**config.mk**
```make
export PLATFORM = sky130hd
export DESIGN_NAME = next_pc_unit_flat
export DESIGN_NICKNAME = d
export VERILOG_FILES = /design/src/rtl/next_pc_unit_if.sv /design/src/rtl/next_pc_unit.sv /design/src/flat_wrapper.sv
export SDC_FILE = /design/constraint.sdc
export NUM_CORES = 1
export LEC_CHECK = 0
export BUFFER_PORTS_ARGS = -buffer_cell sky130_fd_sc_hd__buf_4
export CAP_MARGIN = 15
export CORE_MARGIN = 10
export CORE_UTILIZATION = 40
export CTS_CLUSTER_SIZE = 25
export DETAILED_ROUTE_END_ITERATION = 7
export PLACE_DENSITY = 0.66
export RECOVER_POWER = 25
export SYNTH_ARGS = -nofsm -noshare
export SYNTH_HDL_FRONTEND = slang
export SYNTH_SLANG_ARGS = --single-unit
```
**constraint.sdc**
```tcl
create_clock -name clk -period 2.9 [get_ports clk]
set_clock_uncertainty 0.1 [all_clocks]
set_input_delay 0 -clock clk [delete_from_list [all_inputs] [get_ports clk]]
set_output_delay 0 -clock clk [all_outputs]
set_load 0.02 [all_outputs]
```
**src/rtl/next_pc_unit_if.sv**
```systemverilog
// Next-PC bus between branch selector, PC stage and imem address port.
// Ports: stall/OutputSelector/PCoffset/PCALU in, pc/PC4/redirect_pending out; trap set with NEXT_PC_TRAP_EN.
interface next_pc_unit_if #(
  parameter int XLEN = 32
);
  logic            stall;
  logic [1:0]      OutputSelector;
  logic [XLEN-1:0] PCoffset;
  logic [XLEN-1:0] PCALU;
  logic [XLEN-1:0] pc;
  logic [XLEN-1:0] PC4;
  logic            redirect_pending;
`ifdef NEXT_PC_TRAP_EN
  logic            trap_req;
  logic [XLEN-1:0] trap_vec;
  logic            misalign;
`endif

  modport master (
    output stall, OutputSelector, PCoffset, PCALU,
`ifdef NEXT_PC_TRAP_EN
    output trap_req, trap_vec,
    input  misalign,
`endif
    input  pc, PC4, redirect_pending
  );

  modport slave (
    input  stall, OutputSelector, PCoffset, PCALU,
`ifdef NEXT_PC_TRAP_EN
    input  trap_req, trap_vec,
    output misalign,
`endif
    output pc, PC4, redirect_pending
  );
endinterface

```
**src/rtl/next_pc_unit.sv**
```systemverilog
// Registered PC stage: picks PC+4/branch/JALR target, stalls, buffers one redirect.
// Ports: clk, rst (async active-low), bus (slave). Optional trap path: NEXT_PC_TRAP_EN.
module next_pc_unit #(
  parameter int              XLEN     = 32,
  parameter logic [XLEN-1:0] RESET_PC = '0
) (
  input logic          clk,
  input logic          rst,
  next_pc_unit_if.slave bus
);

  logic [XLEN-1:0] pc_q, pc_d;
  logic [XLEN-1:0] buf_q, buf_d;
  logic            pend_q, pend_d;
  logic [XLEN-1:0] pc4, cand, tgt;
  logic            redir, load;
`ifdef NEXT_PC_TRAP_EN
  logic            mis_q, mis_d;
`endif

  always_comb begin
    pc4 = pc_q + XLEN'(4);
    cand = pc4;
    unique case (1'b1)
      bus.OutputSelector == 2'b01: cand = bus.PCoffset;
      bus.OutputSelector == 2'b10: cand = bus.PCALU & ~XLEN'(1);
      default:                     cand = pc4;
    endcase
    redir = (bus.OutputSelector == 2'b01) ||
            (bus.OutputSelector == 2'b10);
  end

  always_comb begin
    pc_d   = pc_q;
    buf_d  = buf_q;
    pend_d = pend_q;
    load   = 1'b0;
    tgt    = cand;
`ifdef NEXT_PC_TRAP_EN
    mis_d  = 1'b0;
`endif
    // A buffered redirect owns the first free cycle.
    if (!bus.stall && pend_q) begin
      load   = 1'b1;
      tgt    = buf_q;
      pend_d = 1'b0;
    end else if (bus.stall) begin
      if (redir && !pend_q) begin
        buf_d  = cand;
        pend_d = 1'b1;
      end
    end else begin
      load = 1'b1;
    end
`ifdef NEXT_PC_TRAP_EN
    if (load) begin
      if (tgt[1]) begin
        pc_d  = bus.trap_vec;
        mis_d = 1'b1;
      end else begin
        pc_d = tgt;
      end
    end
    if (bus.trap_req) begin
      pc_d   = bus.trap_vec;
      pend_d = 1'b0;
      mis_d  = 1'b0;
    end
`else
    if (load) pc_d = tgt & ~XLEN'(3);
`endif
  end

  always_ff @(posedge clk or negedge rst) begin
    if (!rst) begin
      pc_q   <= RESET_PC;
      buf_q  <= '0;
      pend_q <= 1'b0;
    end else begin
      pc_q   <= pc_d;
      buf_q  <= buf_d;
      pend_q <= pend_d;
    end
  end

`ifdef NEXT_PC_TRAP_EN
  always_ff @(posedge clk or negedge rst) begin
    if (!rst) mis_q <= 1'b0;
    else      mis_q <= mis_d;
  end
  assign bus.misalign = mis_q;
`endif

  assign bus.pc               = pc_q;
  assign bus.PC4              = pc4;
  assign bus.redirect_pending = pend_q;

endmodule
```
**src/flat_wrapper.sv**
```systemverilog
// flat-port wrapper written by rule: the top's interface ports become plain ports
module next_pc_unit_flat 
#(
  parameter int              XLEN     = 32,
  parameter logic [XLEN-1:0] RESET_PC = '0
)
  (clk, rst, bus_stall, bus_OutputSelector, bus_PCoffset, bus_PCALU, bus_pc, bus_PC4, bus_redirect_pending);
  next_pc_unit_if #(.XLEN(XLEN)) bus_i ();
  input logic clk;
  input logic rst;
  input wire logic [$bits(bus_i.stall)-1:0] bus_stall;
  input wire logic [$bits(bus_i.OutputSelector)-1:0] bus_OutputSelector;
  input wire logic [$bits(bus_i.PCoffset)-1:0] bus_PCoffset;
  input wire logic [$bits(bus_i.PCALU)-1:0] bus_PCALU;
  output wire logic [$bits(bus_i.pc)-1:0] bus_pc;
  output wire logic [$bits(bus_i.PC4)-1:0] bus_PC4;
  output wire logic [$bits(bus_i.redirect_pending)-1:0] bus_redirect_pending;
  assign bus_i.stall = bus_stall;
  assign bus_i.OutputSelector = bus_OutputSelector;
  assign bus_i.PCoffset = bus_PCoffset;
  assign bus_i.PCALU = bus_PCALU;
  assign bus_pc = bus_i.pc;
  assign bus_PC4 = bus_i.PC4;
  assign bus_redirect_pending = bus_i.redirect_pending;
  next_pc_unit #(.XLEN(XLEN), .RESET_PC(RESET_PC)) u_core (.clk(clk), .rst(rst), .bus(bus_i));
endmodule
```
==> results.toml, run 1 <==
[route]
vias = 4605
routedWlPerCell_um = 19.1
drc = 0
wirelength_um = 15600
avgViaCountPerCell = 5.64
ant_nets = 0
drt_pass1_iterations = 5
first_iter_violations = 485

[placement]
place_congestion = 0.875
pre_cts_ws_ns = 0.363
dpl.hpwl_um = 11000
place.port_buffers = 125

[power_and_ir_drop]
power.density_nw_per_um2 = 584
swShare = 0.405
power_frac_clock = 0.225
peakVddDrop_mv = 0.229
leakage_nw = 2.60
p_sw_mw = 1.42
p_int_mw = 2.09
seqPwrFrac = 0.363
combPwrFrac = 0.412

[cts]
cts_tree = "yes"
cts.sinks = 61
numCtsBuffers = 9
clk_transition_reported_paths_ns = 0.08
cts_max_level = 3
postCtsSetupBuffers = 0
clockRootBuffer = "clkbuf_8"
insertion_delay_ns = 0.35
clockBufferDepth = 2

[floorplanning]
ioPinCount = 134
die_w_um = 122
die_area_sq_um = 14900
core_area_sq_um = 10200
rows = 37
die_h_um = 122
start_util = 0.408

[setup_path]
arrival_ns = 2.64
cp_slowest_stage_delay_ns = 0.70
cp_slowest_cell = "or4_1"
path_buf_inv = 1
end_kind = "primary output"
cp_top_family = "simple AND/OR/NAND/NOR gates"
cp_max_fo = 10
cp_cell_sequence = "ha_1 > nand4_4 > or4_1 > nor2_1 > xor2_1 > buf_4"
crit_type = "flip-flop to primary output"
critPathLaunchType = "flip-flop"
crit_required_ns = 2.80

[timing]
finalSetupViolations = 0
fin_crit_sh = 0.946
finalHoldViolations = 0
relSlewSlack = -0.0672
fin_setup_tns_ns = 0
fmax_ghz = 0.365
slew_violations = 62
worst_slew_pin_slew_ns = 1.60
finalWorstSetupSlack_ns = 0.157
layout_min_cycle_time_ns = 2.74
rsz0062_at_grt = "no"

[finish]
post-route-util = 0.588
antenna_cells = 0
nNetsFinal = 748
areaGrowthSynthToFinish_pct = 43.9
drive_gt1_frac = 0.245

[synth]
yosys_warnings = 0
synth_area_sq_um = 4180
yosys.area_share.adder = 0.00898
synth_ff_type = "dfrtp_1"
synth_edf_count = 0
synth-simple-area-share = 0.228
ys_ff_latch = 61
synth_cell_types = 57
muxShareOfSynthArea = 0.0201
synth_xor_area_frac = 0.0566
synth.avg_cell_area_sq_um = 8.27
synth_top_family_by_area = "compound AO/OA/AOI/OAI gates"
synth_async_sr_flop_share = 1.00
synth-compound-area-share = 0.255
syn_inst = 505
ys_seq_area_frac = 0.365

[global_routing]
gr-usage-all-layers = 0.205
grt_pass1_vias = 4507
grt_pass1_wl_um = 24500
grt_max_degree = 62
grt-ovfl-total = 0
antenna_found_initial = 0

[job]
drv_cap = 1

[min_path]
hp-class = "input port to flip-flop"

[outcome]
outcome = "finished, violations left"
violations = "max-capacitance violations, max-slew violations"
## worst register-to-register path, delay by kind of cell, from the launching register on
family | cells | cell delay (ns)
adder cells (fa/ha/maj) | 1 | 0.32
AND/OR/NAND/NOR | 3 | 1.45
flip-flops | 1 | 0.47
AO/OA/AOI/OAI | 1 | 0.14
## cells in the final DEF (no fill, tap or decap), types with 14 or more instances in the layout
cell	count
a21oi_1	14
a22oi_1	33
buf_4	140
dfrtp_1	61
dlygate4sd3_1	59
inv_1	17
nand2_1	67
nand3_1	16
nor2_1	30
nor3_1	14
o21ai_0	44
xnor2_1	16
## repair_timing
action	in CTS	in global routing
gates resized for setup	0	0
hold endpoints to repair	93	0
hold buffers	59	0
## per-layer routing
| metal | up-vias | wire length (um) | global-route usage |
|---|---|---|---|
| li1 | 2196 | - | - |
| met1 | 2199 | 6790 | 0.269 |
| met2 | 193 | 7380 | 0.327 |
| met3 | 17 | 1220 | 0.0537 |
| met4 | 0 | 197 | 0.0545 |
| met5 | - | 0 | 0 |
## path summary, 6_finish.rpt
check / to / slack (ns) / start / cells after the start
worst max register to register: u_core.bus.pc[20]$_DFFE_PN0P_ / 0.30 / u_core.bus.pc[2]$_DFFE_PN0P_ / 5
worst min-delay path: u_core.bus.pc[9]$_DFFE_PN0P_ / 0.03 / bus_PCALU[9] / 4
worst max-delay path: bus_PC4[20] / 0.16 / u_core.bus.pc[2]$_DFFE_PN0P_ / 6
worst min register to register: u_core.buf_q[13]$_DFFE_PN0P_ / 0.38 / u_core.buf_q[13]$_DFFE_PN0P_ / 2
max in group asynchronous: u_core.bus.pc[10]$_DFFE_PN0P_ / 1.25 / rst / 2
min in group asynchronous: u_core.buf_q[25]$_DFFE_PN0P_ / 0.47 / rst / 2
## state kept, by name, summed over array words and instances (netlist names)
name	flops
u_core.buf_q	30
u_core.bus.pc	30
u_core.bus.redirect_pending	1
## synthesized netlist by cell type, types with 3 or more instances
| master | instances | area [sq um] |
|---|---|---|
| nor4_1 | 9 | 56.3 |
| a2bb2oi_1 | 8 | 70.1 |
| nor2b_1 | 3 | 18.8 |
| nor2_1 | 30 | 113 |
| nand4_1 | 13 | 81.3 |
| or3_1 | 3 | 18.8 |
| ha_1 | 3 | 37.5 |
| a311oi_1 | 3 | 26.3 |
| and2_1 | 6 | 37.5 |
| o211ai_1 | 4 | 30.0 |
| mux2i_1 | 5 | 50.1 |
| clkbuf_1 | 31 | 116 |
| inv_1 | 17 | 63.8 |
| a21oi_1 | 14 | 70.1 |
| and3_1 | 3 | 18.8 |
| or4_1 | 5 | 37.5 |
| a22o_1 | 7 | 61.3 |
| a211oi_1 | 6 | 45.0 |
| a22oi_1 | 33 | 248 |
| nor3_1 | 14 | 70.1 |
| nand2_1 | 67 | 251 |
| o21ai_0 | 44 | 220 |
| xor2_1 | 11 | 96.3 |
| nand3_1 | 16 | 80.1 |
| mux2_2 | 3 | 33.8 |
| o21a_1 | 3 | 22.5 |
| buf_1 | 4 | 15.0 |
| buf_4 | 8 | 60.1 |
| a31oi_1 | 3 | 18.8 |
| xnor2_1 | 16 | 140 |
| dfrtp_1 | 61 | 1530 |
| o22ai_1 | 6 | 37.5 |
| nand2b_1 | 6 | 37.5 |
| and4_1 | 7 | 61.3 |
## per-stage QoR
stage / power (mW) / cell area (sq um) / hold slack, ns / std cells
floorplan: 2.06 / 4190 / -0.396 / 508
global placement: 2.63 / 5230 / 0.0453 / 742
detailed placement: 2.67 / 5230 / 0.0456 / 742
CTS: 3.51 / 6020 / 0.0139 / 817
global route: 3.71 / 6010 / 0.0610 / 817
finish: 3.51 / 6010 / 0.0345 / 817
## cell families (layout without fill, tap and decap cells)
kind of cell | count (synthesis) | after routing
compound gates | 155 | 155
xor+xnor | 27 | 27
buf+inv | 63 | 236
fa+ha+maj | 3 | 3
simple gates | 187 | 187
flops | 61 | 61
mux | 8 | 8
other cells | 1 | 4
## cell type report
| type | count | area, sq um |
|---|---|---|
| clock inverters | 6 | 62.6 |
| well taps | 136 | 170 |
| clock buffers | 10 | 138 |
| fillers | 904 | 4220 |
| repair buffers | 203 | 1660 |
| flip-flops and latches | 61 | 1530 |
| multi-input cells | 384 | 2390 |
| inverters | 17 | 63.8 |
## power groups by stage
stage / Combinational (mW) / Sequential [mW] / Clock [mW]
after detailed placement: 1.38 / 1.28 / 0
after global routing: 1.57 / 1.31 / 0.836
after global placement: 1.36 / 1.27 / 0
after floorplan: 0.762 / 1.29 / 0
after CTS: 1.46 / 1.27 / 0.787
final: 1.45 / 1.27 / 0.789
(Power assumes the default switching activity.)
==> inputs of run 2 (changes only) <==
--- a/config.mk
+++ b/config.mk
@@ -7,11 +7,10 @@
 export LEC_CHECK = 0
 export BUFFER_PORTS_ARGS = -buffer_cell sky130_fd_sc_hd__buf_4
 export CAP_MARGIN = 15
-export CORE_MARGIN = 10
 export CORE_UTILIZATION = 40
 export CTS_CLUSTER_SIZE = 25
 export DETAILED_ROUTE_END_ITERATION = 7
-export PLACE_DENSITY = 0.66
+export PLACE_DENSITY = 0.69
 export RECOVER_POWER = 25
 export SYNTH_ARGS = -nofsm -noshare
 export SYNTH_HDL_FRONTEND = slang
==> constraint.sdc (replaced) <==
create_clock -name clk -period 2.2 [get_ports clk]
set_clock_uncertainty 0.1 [all_clocks]
set_input_delay 0 -clock clk [delete_from_list [all_inputs] [get_ports clk]]
set_output_delay 0 -clock clk [all_outputs]
set_load 0.02 [all_outputs]
==> run 2 against run 1 <==
Net effect:
- the run ends with max-capacitance violations, max-slew violations, negative setup slack left
- via count increased by 5.1%
- count of clock-buffer cells in the layout increased by 1
- hold slack worse by 0.0060 ns
- first-iteration DRC count shrank 28%
- combinational power rose by 52%
- sequential share of layout area down 1.8 points
- sequential power is 24% higher
- power increased by 43%
- clock power increased by 57%
- core utilization rose by 6.4 points
- register-to-register slack got worse by 0.25 ns
- final area is 7.9% higher
- critical endpoint unchanged
- largest power group unchanged
==> results.toml, run 2 (synthesized netlist as in run 1, its figures left out) <==
[outcome]
outcome = "finished, violations left"
violations = "max-capacitance violations, max-slew violations, negative setup slack"

[floorplanning]
die_area_sq_um = 10900
core_area_sq_um = 9950
die_h_um = 104
ioPinCount = 134
rows = 36
start_util = 0.420
die_w_um = 104

[global_routing]
antenna_found_initial = 0
grt_pass1_vias = 4710
grt_max_degree = 62
grt_pass1_wl_um = 24200
gr-usage-all-layers = 0.282
grt-ovfl-total = 0

[cts]
clk_transition_reported_paths_ns = 0.08
cts.sinks = 61
cts_max_level = 3
clockBufferDepth = 2
insertion_delay_ns = 0.36
cts_tree = "yes"
clockRootBuffer = "clkbuf_8"
numCtsBuffers = 9

[timing]
finalHoldViolations = 0
worst_slew_pin_slew_ns = 1.58
finalWorstSetupSlack_ns = -0.000220
rsz0062_at_grt = "yes"
fmax_ghz = 0.455
finalSetupViolations = 1
slew_violations = 62
layout_min_cycle_time_ns = 2.20
fin_crit_sh = 1.00
relSlewSlack = -0.0544

[route]
routedWlPerCell_um = 17.8
avgViaCountPerCell = 5.67
drt_pass1_iterations = 5
drc = 0
ant_nets = 0
wirelength_um = 15200
first_iter_violations = 349
vias = 4840

[finish]
final_common_cell = "buf_4"
areaGrowthSynthToFinish_pct = 55.3
drive_gt1_frac = 0.319
nNetsFinal = 787
antenna_cells = 0
finalNonFillerCells = 853
layout_common_cells = "179 x buf_4, 65 x nand2_1, 60 x dlygate4sd3_1, 56 x dfrtp_1, 44 x o21ai_0"
post-route-util = 0.652
nFillCells = 830

[power_and_ir_drop]
power.density_nw_per_um2 = 775
p_int_mw = 3.10
peakVddDrop_mv = 0.371
leakage_nw = 2.90
seqPwrFrac = 0.313
power_mw = 5.03
p_sw_mw = 1.92
power_frac_clock = 0.247
combPwrFrac = 0.440
swShare = 0.382

[setup_path]
crit_type = "flip-flop to primary output"
cp_slowest_stage_delay_ns = 0.62
cp_slowest_cell = "or4_4"
end_kind = "primary output"
arrival_ns = 2.10
cp_max_fo = 7
cp_cell_sequence = "ha_4 > nand4_4 > or4_4 > nor2_4 > xor2_1 > buf_4"
critPathLaunchType = "flip-flop"
crit_required_ns = 2.10

[placement]
dpl.hpwl_um = 10600
place_congestion = 0.935
placed_cells = 772
pre_cts_ws_ns = 0.109
place.port_buffers = 125

[job]
drv_cap = 1

[min_path]
hp-class = "input port to flip-flop"
run 2: cell count changes in the layout (fill, tap and decap cells not counted), sizes merged:
| cell | change |
|---|---|
| buf | +40 |
| clkinvlp | -3 |
| bufinv | +2 |
| clkbuf | -1 |
| dlygate4sd3 | +1 |
run 2: area by class of cell:
cell class	count	area, sq um	share of cell area
Multi-Input combinational cell	384	2520	0.388
Timing Repair Buffer	242	1970	0.304
Sequential cell	61	1530	0.236
Tap cell	133	166	0.0257
Clock buffer	11	131	0.0203
Clock inverter	5	100	0.0154
Inverter	17	63.8	0.00984
run 2: worst paths after layout:
path / endpoint / startpoint / cells past startpoint / slack, ns
max: bus_PC4[20] / u_core.bus.pc[2]$_DFFE_PN0P_ / 6 / -0.0002
min: u_core.bus.pc[9]$_DFFE_PN0P_ / bus_PCALU[9] / 4 / 0.03
max reg2reg: u_core.bus.pc[20]$_DFFE_PN0P_ / u_core.bus.pc[2]$_DFFE_PN0P_ / 5 / 0.05
min reg2reg: u_core.buf_q[17]$_DFFE_PN0P_ / u_core.buf_q[17]$_DFFE_PN0P_ / 2 / 0.38
max in group asynchronous: u_core.bus.pc[22]$_DFFE_PN0P_ / rst / 2 / 0.47
min in group asynchronous: u_core.buf_q[9]$_DFFE_PN0P_ / rst / 2 / 0.47
run 2: what timing repair did:
item	CTS	global route
endpoints found under the setup margin	8	16
hold buffers	60	0
pin swaps	1	5
endpoints found under the hold margin	95	0
setup buffers	0	6
gates resized for setup	8	18
run 2: power by group through the flow:
stage	logic [mW]	registers, mW	clock network (mW)
floorplan	1.02	1.71	0
global placement	2.03	1.57	0
detailed placement	2.06	1.58	0
CTS	2.17	1.56	1.22
global route	2.36	1.61	1.27
finish	2.21	1.57	1.24
run 2: critical path, delay by kind of cell (launching register included):
kind | cells | cell delay [ns]
AND/OR/NAND/NOR | 3 | 0.82
flip-flops | 1 | 0.39
XOR/XNOR | 1 | 0.19
buffers and inverters | 1 | 0.17
adder cells (fa/ha/maj) | 1 | 0.16
run 2: per-stage QoR:
step | area (sq um) | hold WS (ns) | setup TNS [ns]
floorplan | 4220 | -0.396 | -0.0821
global placement | 5510 | 0.0411 | 0
detailed placement | 5510 | 0.0386 | 0
CTS | 6370 | 0.0158 | -0.0743
global route | 6490 | 0.0642 | -0.183
finish | 6490 | 0.0284 | -0.000220
run 2: routing by layer:
metal	up-vias	global-route usage	share of wire
met5	-	0	0
met4	0	0.0867	0.015
met3	23	0.0514	0.076
met2	240	0.463	0.48
met1	2295	0.378	0.43
li1	2282	-	-
